===== src/rtl/branch_sequencer_if.sv =====
// Fetch/branch bus between the branch sequencer, execute-stage branch logic and instruction memory.
interface branch_sequencer_if #(
    parameter int unsigned ADDR_W = 32
);
    logic              stall;
    logic              br_valid;
    logic              branch;
    logic [31:0]       branch_address;
    logic              halt_req;
    logic              imem_ready;
    logic              imem_req;
    logic [ADDR_W-1:0] pc;
    logic              flush;
    logic              halted;
    logic [15:0]       taken_cnt;

    modport master (
        input  stall, br_valid, branch, branch_address, halt_req, imem_ready,
        output imem_req, pc, flush, halted, taken_cnt
    );

    modport slave (
        output stall, br_valid, branch, branch_address, halt_req, imem_ready,
        input  imem_req, pc, flush, halted, taken_cnt
    );
endinterface


===== src/rtl/branch_sequencer.sv =====
// MJ32 program counter and fetch sequencer: sequential fetch, taken-branch redirect with
// timed flush, halt handling and a saturating taken-branch counter.
module branch_sequencer #(
    parameter int unsigned ADDR_W       = 32,
    parameter logic [ADDR_W-1:0] RESET_PC = '0,
    parameter int unsigned FLUSH_CYCLES = 2
) (
    input  logic                clk,
    input  logic                rst,
    branch_sequencer_if.master  bus
);
    localparam int unsigned CNT_W   = 4;
    localparam int unsigned TAKEN_W = 16;
    localparam logic [TAKEN_W-1:0] TAKEN_MAX = '1;

    typedef enum logic [1:0] {
        ST_RUN,
        ST_FLUSH,
        ST_HALT
    } state_e;

    state_e              state_q, state_d;
    logic [ADDR_W-1:0]   pc_q, pc_d;
    logic                flush_q, flush_d;
    logic                halted_q, halted_d;
    logic [CNT_W-1:0]    cnt_q, cnt_d;
    logic [TAKEN_W-1:0]  taken_q, taken_d;
    logic                imem_req_c;
    logic                handshake_c;
    logic                taken_c;

    always_ff @(posedge clk) begin
        if (rst) begin
            state_q  <= ST_RUN;
            pc_q     <= RESET_PC;
            flush_q  <= 1'b0;
            halted_q <= 1'b0;
            cnt_q    <= '0;
            taken_q  <= '0;
        end else begin
            state_q  <= state_d;
            pc_q     <= pc_d;
            flush_q  <= flush_d;
            halted_q <= halted_d;
            cnt_q    <= cnt_d;
            taken_q  <= taken_d;
        end
    end

    // Next-state: branch redirect beats halt, halt beats sequential advance.
    always_comb begin
        state_d     = state_q;
        pc_d        = pc_q;
        flush_d     = flush_q;
        halted_d    = halted_q;
        cnt_d       = cnt_q;
        taken_d     = taken_q;
        imem_req_c  = (state_q != ST_HALT) && !bus.stall;
        handshake_c = imem_req_c && bus.imem_ready;
        taken_c     = bus.br_valid && bus.branch;

        case (state_q)
            ST_RUN: begin
                if (taken_c) begin
                    state_d = ST_FLUSH;
                    pc_d    = bus.branch_address[ADDR_W-1:0];
                    flush_d = 1'b1;
                    cnt_d   = CNT_W'(FLUSH_CYCLES - 1);
                    taken_d = (taken_q == TAKEN_MAX) ? taken_q : taken_q + TAKEN_W'(1);
                end else if (bus.halt_req) begin
                    state_d  = ST_HALT;
                    halted_d = 1'b1;
                end else if (handshake_c) begin
                    pc_d = pc_q + ADDR_W'(1);
                end
            end
            ST_FLUSH: begin
                // Branch/halt inputs here belong to squashed instructions.
                flush_d = 1'b1;
                if (handshake_c) begin
                    pc_d = pc_q + ADDR_W'(1);
                end
                if (cnt_q == '0) begin
                    state_d = ST_RUN;
                    flush_d = 1'b0;
                end else begin
                    cnt_d = cnt_q - CNT_W'(1);
                end
            end
            ST_HALT: begin
                halted_d = 1'b1;
            end
            default: begin
                state_d = ST_RUN;
            end
        endcase
    end

    assign bus.imem_req  = imem_req_c;
    assign bus.pc        = pc_q;
    assign bus.flush     = flush_q;
    assign bus.halted    = halted_q;
    assign bus.taken_cnt = taken_q;
endmodule

===== src/flat_wrapper.sv =====
// flat-port wrapper written by rule: the top's interface ports become plain ports
module branch_sequencer_flat 
#(
    parameter int unsigned ADDR_W       = 32,
    parameter logic [ADDR_W-1:0] RESET_PC = '0,
    parameter int unsigned FLUSH_CYCLES = 2
)
  (clk, rst, bus_stall, bus_br_valid, bus_branch, bus_branch_address, bus_halt_req, bus_imem_ready, bus_imem_req, bus_pc, bus_flush, bus_halted, bus_taken_cnt);
  branch_sequencer_if #(.ADDR_W(ADDR_W)) bus_i ();
  input  logic clk;
  input  logic rst;
  input wire logic [$bits(bus_i.stall)-1:0] bus_stall;
  input wire logic [$bits(bus_i.br_valid)-1:0] bus_br_valid;
  input wire logic [$bits(bus_i.branch)-1:0] bus_branch;
  input wire logic [$bits(bus_i.branch_address)-1:0] bus_branch_address;
  input wire logic [$bits(bus_i.halt_req)-1:0] bus_halt_req;
  input wire logic [$bits(bus_i.imem_ready)-1:0] bus_imem_ready;
  output wire logic [$bits(bus_i.imem_req)-1:0] bus_imem_req;
  output wire logic [$bits(bus_i.pc)-1:0] bus_pc;
  output wire logic [$bits(bus_i.flush)-1:0] bus_flush;
  output wire logic [$bits(bus_i.halted)-1:0] bus_halted;
  output wire logic [$bits(bus_i.taken_cnt)-1:0] bus_taken_cnt;
  assign bus_i.stall = bus_stall;
  assign bus_i.br_valid = bus_br_valid;
  assign bus_i.branch = bus_branch;
  assign bus_i.branch_address = bus_branch_address;
  assign bus_i.halt_req = bus_halt_req;
  assign bus_i.imem_ready = bus_imem_ready;
  assign bus_imem_req = bus_i.imem_req;
  assign bus_pc = bus_i.pc;
  assign bus_flush = bus_i.flush;
  assign bus_halted = bus_i.halted;
  assign bus_taken_cnt = bus_i.taken_cnt;
  branch_sequencer #(.ADDR_W(ADDR_W), .RESET_PC(RESET_PC), .FLUSH_CYCLES(FLUSH_CYCLES)) u_core (.clk(clk), .rst(rst), .bus(bus_i));
endmodule

===== config.mk =====
export PLATFORM = sky130hd
export DESIGN_NAME = branch_sequencer_flat
export DESIGN_NICKNAME = d
export VERILOG_FILES = /design/src/rtl/branch_sequencer_if.sv /design/src/rtl/branch_sequencer.sv /design/src/flat_wrapper.sv
export SDC_FILE = /design/constraint.sdc
export NUM_CORES = 1
export LEC_CHECK = 0
export BUFFER_PORTS_ARGS = -buffer_cell sky130_fd_sc_hd__buf_2
export CORE_MARGIN = 4
export CORE_UTILIZATION = 54
export CTS_BUF_LIST = sky130_fd_sc_hd__clkbuf_2
export DETAILED_ROUTE_END_ITERATION = 16
export PLACE_DENSITY_LB_ADDON = 0.25
export SYNTH_ARGS = -nofsm -noshare
export SYNTH_HDL_FRONTEND = slang
export SYNTH_SLANG_ARGS = --single-unit

===== constraint.sdc =====
create_clock -name clk -period 2.05 [get_ports clk]
set_input_delay 0.41 -clock clk [delete_from_list [all_inputs] [get_ports clk]]
set_output_delay 0.41 -clock clk [all_outputs]
set_load 0.02 [all_outputs]

After elaboration in Yosys (flattened, before gate mapping)
Index checks and enable logic that the tools add are counted.
- add/subtract/negate cells: 3
- equality and inequality tests: 11
- muxes and demuxes: 17
- bitwise operators: 2
- reduce and logical (&&, ||, !) cells: 14
- operator list (cell ; count):
    $mux W32 ; 3
    $pmux W32 S2 ; 1
    $add A32 B1 Y32 const B ; 1
    $add A16 B1 Y16 const B ; 1
    $eq A16 B16 Y1 const B ; 1
    $reduce_and A3 Y1 ; 4
    $mux W4 ; 2
    $ne A2 B2 Y1 const B ; 4
    $pmux W4 S2 ; 1
    $mux W2 ; 3
    $ne A3 B2 Y1 const B ; 2
    $pmux W2 S3 ; 1
    $logic_not A4 Y1 ; 1
    $mux W1 ; 4
    $ne A2 B1 Y1 const B ; 2
    $pmux W1 S2 ; 2
    $reduce_and A2 Y1 ; 2
    $reduce_bool A2 Y1 ; 2
    $sub A4 B1 Y4 const B ; 1
    $logic_and A1 B1 Y1 ; 3
    $eq A2 B1 Y1 const B ; 1
    $eq A2 B2 Y1 const B ; 1
    $logic_not A2 Y1 ; 1
    $not A1 Y1 ; 2
    $logic_not A1 Y1 ; 1
- register bits: 56
- input bits: 39
- output and inout port bits: 51
- logic and storage cells: 53

Longest topological paths before layout
Gate-level depths: netlist of run 1.
- word-level depth: 7
- gate-level depth with buffers: 8
- gate-level depth less buffers: 6

Least setup slack after synthesis of run 1
OpenSTA, ideal clock, no wires.
- path type: register -> register
- from: register u_core.pc_q[9] (netlist: u_core.bus.pc[9])
- to: register u_core.pc_q[28] (netlist: u_core.bus.pc[28])
- library setup time: 74 ps
- data arrival time: 1919 ps
- data required time: 1976 ps
- path slack: 57 ps
- cell stages (with the launch flop): 6
- path buffers: 0
- clock period less this slack: 1993 ps
- path through: dfxtp_1 > nand4_4 > nor4_4 > nand3_1 > or4_1 > a31oi_1
- cells in the longest elaborated chain, start to end: 5
- ends and longest elaborated chain (what ; RTL line ; text):
    start: declaration ; branch_sequencer.sv:23 ; logic [ADDR_W-1:0] pc_q, pc_d;
    start signal: assignment ; branch_sequencer.sv:42 ; pc_q <= pc_d;
    $add A32 B1 Y32 (*) ; branch_sequencer.sv:74, branch_sequencer.sv:81 ;
    $mux W32 (*) ; branch_sequencer.sv:73, branch_sequencer.sv:80 ;
    $mux W32 ; branch_sequencer.sv:70 ; end else if (bus.halt_req) begin
    $mux W32 ; branch_sequencer.sv:64 ; if (taken_c) begin
    $pmux W32 S2 (*) ; branch_sequencer.sv:62 ; case (state_q)
Every way passes the cells marked *; elsewhere a longest branch is shown, timed or not. The select of a mux whose other input is x is not followed.
A chain may end at the register's enable or synchronous reset.

Final worst setup path of run 1
Same ends and word-level chain as after synthesis.

==> summary.txt, run 1 <==
drt drc - 0
Post-CTS Hold Buffers - 0
final cycle utilization of the critical path - 96.6%
Mean Syn Cell Area - 7.88 um2
non-filler cells, final - 591
status - finished, final reports clean
Syn Std Cell Area - 3270 um2
EDFF count, synth - 0
grt ovf - 0
Power Total - 2.13 mW
I/O Buffers - 89
largest net degree at the start of global routing - 48
Avg Vias per Cell - 6.21
Cell variety after synth - 61
commonest non-fill, non-tap cell in the layout - buf_2
clk_skew - 0.0373 ns
DRT Pass-1 Iters - 5
wire length per cell - 16.2 um
most frequent cells in the layout - buf_2, dfxtp_1, nor2_1, nand2_1
CP max stage cell - dfxtp_1
GP Congestion - 0.858
Yosys warning total - 0
CP endpoint - u_core.bus.pc[28]
sequential area share after synthesis - 34.3%
Row Count - 28
Slew headroom - 64.0%
worst-path fanout max - 5
Core ar. - 5890 um2
ys flop type - dfxtp_1
Levels on crit path - 5
layout cells sized above 1 - 30.0%
Worst Hold Class - in -> reg
area delta synth->final - 24.0%
LEAKAGE - 1.63 nW
Inserted Clock Buffers - 5
Die ar. - 7360 um2
Required @ worst endpoint - 2.45 ns
initial antenna violation count - 0
Peak supply drop - 0.000351 V
CP Launch Point - u_core.bus.pc[9]
Worst-Skew Late Latency - 0.48 ns
Die W - 85.8 um
dpl cell area - 3970 um2
Synth Register Bits - 56
Cells after DPL - 582
Syn Nets - 458
total track usage - 25.8%
design area - 4050 um2
Hold Violations, Final - 0
max-cap violation count - 0
reg2reg path depth - 5
RR Startpoint - u_core.bus.pc[9]
RR Endpoint - u_core.bus.pc[28]
post-synthesis async set-or-reset flop share - 0%
clock buffer depth - 2
startpoint types - flip-flop
CTS sink count - 56
Max stage delay on crit path - 0.52 ns
Starting Density - 55.5%
antenna-violating nets left - 0
cell count after synthesis - 415
Placement Setup Slack - -0.0260 ns
RSZ-0062 raised after global routing - true
vias - 3669
CTS tree - built
vias in the first global route - 3350
diode count - 0
CP arrival - 2.38 ns
final WL - 9590 um
crit-path cells - nand4_4, nor4_4, nand3_1, or4_1, a31oi_1
P per Cell Area - 526 nW/um2
Reg2Reg Setup Slack - 0.07 ns
CP Capture Type - flip-flop
H-tree depth - 2
root buf cell - clkbuf_2
clock-pin slew on the worst setup and hold paths - 0.32 ns
DP HPWL - 6960 um
Die Ht - 85.8 um
CP bufs+invs - 0
kind of critical path - reg -> reg
Slew Viols, Final - 0
critical path's top delay family - simple AND/OR/NAND/NOR gates
first-pass GRT wire length - 15600 um
number of placed I/O pins - 90
setup ws final - 0.0702 ns
# setup viols final - 0
min Tclk post-route - 1.98 ns
Worst Tran Pin Value - 0.539 ns
Max Freq - 0.505 GHz
DRT iter0 DRCs - 237
nets@finish - 558
## per-layer routing
metal / up-vias / GRT usage [%] / wire length [um]
met5: - / 0 / 0
met4: 0 / 9.06 / 161
met3: 15 / 4.80 / 759
met2: 173 / 42.8 / 4550
met1: 1718 / 33.6 / 4120
li1: 1763 / - / -
## state kept, by name (all words and copies together), names as in the netlist
signal,count
u_core.bus.halted,1
u_core.bus.taken_cnt,16
u_core.state_q,2
u_core.cnt_q,4
u_core.bus.pc,32
u_core.bus.flush,1
## layout make-up
class	count	area (um2)
clock buffer	6	30.0
clock inverter	2	11.3
fill	496	1830
inverter	10	37.5
multi-input combinational	323	2050
sequential	56	1130
tap	75	93.8
timing repair buffer	119	708
## cell usage after synthesis (4+ instances only)
master     n  area share, %
dfxtp_1   56             34
nor2_1    49            5.6
nand2_1   34            3.9
a21oi_1   27            4.1
nand3_1   22            3.4
o21ai_0   22            3.4
clkbuf_1  18            2.1
nor3_1    16            2.5
a211oi_1  14            3.2
xnor2_1   14            3.8
nand4_1   12            2.3
a31oi_1   10            1.9
inv_1     10            1.1
nor4_1     9            1.7
or4_1      6            1.4
a21o_1     5            1.1
and3_1     5           0.96
nand2b_1   5           0.96
o211ai_1   5            1.1
buf_2      4           0.61
ha_1       4            1.5
## logic make-up (layout without fill, tap and decap cells)
logic type / Yosys count / count (layout) / share of synthesized area (%)
multiplexers: 2 / 2 / 0.613
adder cells (fa/ha/maj): 4 / 4 / 1.53
buffers and inverters: 36 / 137 / 4.40
XOR/XNOR: 15 / 15 / 4.02
AND/OR/NAND/NOR: 185 / 185 / 31.1
AO/OA/AOI/OAI: 117 / 117 / 24.0
flip-flops: 56 / 56 / 34.3
## timing repair
| action | 4_1_cts | 5_1_grt |
|---|---|---|
| endpoints found under the setup margin | 1 | 8 |
| pin swaps | 0 | 1 |
| buffers inserted | 0 | 1 |
| gates resized for setup | 2 | 7 |
## metrics by stage
step	setup TNS [ns]	hold WS [ns]	util, %
floorplan	0	0.466	-
global placement	0	0.444	67.4
detailed placement	-0.0328	0.468	67.4
CTS	0	0.173	68.2
global route	-0.00911	0.152	68.9
finish	0	0.172	68.9
## worst min path at each step
stage                           startpoint           endpoint  slack (ns)  cells after the start
global placement          u_core.bus.flush   u_core.bus.flush        0.44                      2
finish              bus_branch_address[10]  u_core.bus.pc[10]        0.17                      3
global route        bus_branch_address[27]  u_core.bus.pc[27]        0.15                      3
CTS                  bus_branch_address[9]   u_core.bus.pc[9]        0.17                      3
floorplan                  u_core.cnt_q[0]    u_core.cnt_q[0]        0.47                      1
detailed placement       u_core.bus.halted  u_core.bus.halted        0.47                      2
## report_power, final
part           total, mW  switching [mW]  internal (mW)
clock              0.454           0.369         0.0847
combinational      0.470           0.283          0.186
sequential          1.21          0.0633           1.14
## worst reg2reg max path: cells and delay by family (launching register included)
| family | cells | cell delay, ns |
|---|---|---|
| simple gates | 4 | 1.19 |
| flops | 1 | 0.52 |
| compound gates | 1 | 0.19 |
(Power assumes the default switching activity.)
==> run 2, diff against run 1 <==
--- a/config.mk
+++ b/config.mk
@@ -5,9 +5,10 @@
 export SDC_FILE = /design/constraint.sdc
 export NUM_CORES = 1
 export LEC_CHECK = 0
+export ABC_AREA = 1
 export BUFFER_PORTS_ARGS = -buffer_cell sky130_fd_sc_hd__buf_2
 export CORE_MARGIN = 4
-export CORE_UTILIZATION = 54
+export CORE_UTILIZATION = 56
 export CTS_BUF_LIST = sky130_fd_sc_hd__clkbuf_2
 export DETAILED_ROUTE_END_ITERATION = 16
 export PLACE_DENSITY_LB_ADDON = 0.25
==> run 2 against run 1 <==
Clock skew is 0.022 ns lower. Global-route usage is 0.70 points lower. Hold slack better by 0.0039 ns. Largest power group unchanged. Highest routed layer unchanged.
==> summary.txt, run 2 <==
Placement Setup Slack - 0.348 ns (+0.374 ns)
root buf cell - clkbuf_2
area share of the largest cell type after synthesis - 29.6% (-4.7 points)
largest net degree at the start of global routing - 46 (-4.2%)
setup ws final - 0.307 ns (+0.237 ns)
I/O Buffers - 89 (unchanged)
drt drc - 0 (unchanged)
Die W - 90.3 um (+5.2%)
# resized after CTS - 0 (-2)
combinational share of power - 25.0% (+3.0 points)
Core ar. - 6460 um2 (+9.7%)
Worst Hold Class - in -> reg
grt ovf - 0 (unchanged)
worst-path fanout max - 5 (unchanged)
CP Capture Type - output pin
Die Ht - 90.3 um (+5.2%)
nets@finish - 749 (+34%)
Max Freq - 0.574 GHz (+14%)
DP HPWL - 7820 um (+12%)
kind of critical path - reg -> out
status - finished, final reports clean
reg2reg path depth - 10 (+5)
cell count after synthesis - 619 (+49%)
commonest non-fill, non-tap cell in the layout - nand2_1
CP Launch Point - u_core.state_q[0]
RR Endpoint - u_core.bus.pc[18]
DRT iter0 DRCs - 200 (-16%)
met1 Usage GRT - 34.4% (+0.77 points)
Required @ worst endpoint - 1.64 ns (-0.81 ns)
clk_skew - 0.0155 ns (-0.0219 ns)
Setup Buffers After CTS - 0 (unchanged)
total track usage - 25.1% (-0.70 points)
Sequential Power Share - 55.7% (-1.0 points)
diode count - 0 (unchanged)
clock buffer depth - 2 (unchanged)
ys flop type - dfxtp_1
Util after Layout - 67.4% (-1.5 points)
top post-synthesis cells by count - nand2_1, nor2_1, inv_1
Slew Viols, Final - 0 (unchanged)
Yosys top cell by area - dfxtp_1
Power Total - 2.26 mW (+6.2%)
Peak supply drop - 0.000322 V (-8.0%)
H-tree depth - 2 (unchanged)
final cycle utilization of the critical path - 85.0% (-12 points)
P_sw - 0.825 mW (+15%)
P per Cell Area - 520 nW/um2 (-1.1%)
Cell variety after synth - 38 (-38%)
Post-CTS Hold Buffers - 0 (unchanged)
Inserted Clock Buffers - 5 (unchanged)
Reg2Reg Setup Slack - 0.32 ns (+0.25 ns)
DRT Pass-1 Iters - 5 (unchanged)
CP endpoint - bus_imem_req
min Tclk post-route - 1.74 ns (-0.237 ns)
initial antenna violation count - 0 (unchanged)
RSZ-0062 raised after global routing - false
vias in the first global route - 3815 (+14%)
post-route setup TNS - 0 ns (unchanged)
Mean Syn Cell Area - 6.12 um2 (-22%)
met3 usage - 4.33% (-0.47 points)
final WL - 10200 um (+6.8%)
LEAKAGE - 2.03 nW (+25%)
Switching Share - 36.4% (+2.8 points)
startpoint types - flip-flop
Die ar. - 8150 um2 (+11%)
largest cells by area after synthesis - dfxtp_1, nand2_1, nor2_1
first-pass GRT wire length - 17400 um (+12%)
Row Count - 29 (+3.6%)
layout cells sized above 1 - 19.8% (-10 points)
vias - 4198 (+14%)
Starting Density - 58.7% (+3.2 points)
max-cap violation count - 0 (unchanged)
most frequent cells in the layout - nand2_1, buf_2, nor2_1, inv_1, dfxtp_1
design area - 4350 um2 (+7.4%)
RR Startpoint - u_core.bus.pc[0]
CTS tree - built
Worst Tran Pin Value - 0.336 ns (-0.203 ns)
Avg Vias per Cell - 5.36 (-14%)
sequential area share after synthesis - 29.6% (-4.7 points)
antenna-violating nets left - 0 (unchanged)
CTS sink count - 56 (unchanged)
Synth Register Bits - 56 (unchanged)
post-synthesis async set-or-reset flop share - 0% (unchanged)
grt peak-use layer - met2
max FFs per register - 32 (unchanged)
Syn Std Cell Area - 3790 um2 (+16%)
Hold Violations, Final - 0 (unchanged)
EDFF count, synth - 0 (unchanged)
clock-pin slew on the worst setup and hold paths - 0.29 ns (-0.03 ns)
Int Pwr - 1.44 mW (+1.7%)
dpl cell area - 4310 um2 (+8.8%)
Slew headroom - 77.6% (+14 points)
power share of the clock group - 19.3% (-2.0 points)
Syn Nets - 662 (+45%)
GP Congestion - 0.954 (+11%)
number of placed I/O pins - 90 (unchanged)
Worst-Skew Late Latency - 0.46 ns (-0.02 ns)
Yosys warning total - 0 (unchanged)
# setup viols final - 0 (unchanged)
grt met2 use - 41.3% (-1.5 points)
count leader, synth - nand2_1
worst hold start - rst
wire length per cell - 13.1 um (-19%)
area delta synth->final - 14.8%
CP arrival - 1.33 ns (-1.05 ns)
[run 2: cell count changes after synthesis, moves of 12 or more]
cell	previous run	this run
nand3_1	22	51
o21ai_0	22	39
a211oi_1	14	2
clkbuf_1	18	5
inv_1	10	59
nor2_1	49	80
nand2_1	34	195
[run 2: critical path, stage by stage, from the launching register on]
cell and delay (ns):
dfxtp_1 0.42, inv_1 0.06, nand2_2 0.13, nand2_1 0.07, inv_1 0.05, buf_2 0.15
[run 2: kinds of logic after synthesis]
kind of cell	after synthesis	synth area share [%]
AND/OR/NAND/NOR	384	45.5
flip-flops	56	29.6
buffers and inverters	82	8.91
AO/OA/AOI/OAI	81	12.0
adder cells (fa/ha/maj)	4	1.32
XOR/XNOR	12	2.77
[run 2: metrics by stage]
| stage | hold slack, ns | instances |
|---|---|---|
| after floorplan | 0.484 | 619 |
| after global placement | 0.459 | 776 |
| after detailed placement | 0.474 | 776 |
| after CTS | 0.183 | 783 |
| after global routing | 0.148 | 783 |
| final | 0.176 | 783 |
[run 2: metal layers]
layer	vias up	wire length [um]	part of all wire (%)
met1	1876	4760	46
li1	2164	-	-
met2	150	4630	45
met5	-	0	0
met4	0	101	0.99
met3	8	759	7.4
[run 2: worst min path at each step]
stage / endpoint / slack [ns] / cells after the start
floorplan: u_core.cnt_q[3] / 0.48 / 2
global placement: u_core.bus.halted / 0.46 / 2
detailed placement: u_core.bus.halted / 0.47 / 2
CTS: u_core.state_q[0] / 0.18 / 2
global route: u_core.state_q[0] / 0.15 / 2
finish: u_core.cnt_q[1] / 0.18 / 2
[run 2: power groups by stage]
stage	logic (mW)	registers (mW)	clock network, mW
floorplan	0.316	1.33	0
global placement	0.554	1.28	0
detailed placement	0.565	1.28	0
CTS	0.567	1.26	0.441
global route	0.632	1.28	0.490
finish	0.567	1.26	0.437
[run 2: area by class of cell]
cell class	instances	area (um2)
Timing Repair Buffer	98	526
Clock inverter	2	12.5
Clock buffer	5	25.0
Fill cell	618	2110
Multi-Input combinational cell	481	2330
Sequential cell	56	1120
Inverter	64	240
Tap cell	77	96.3
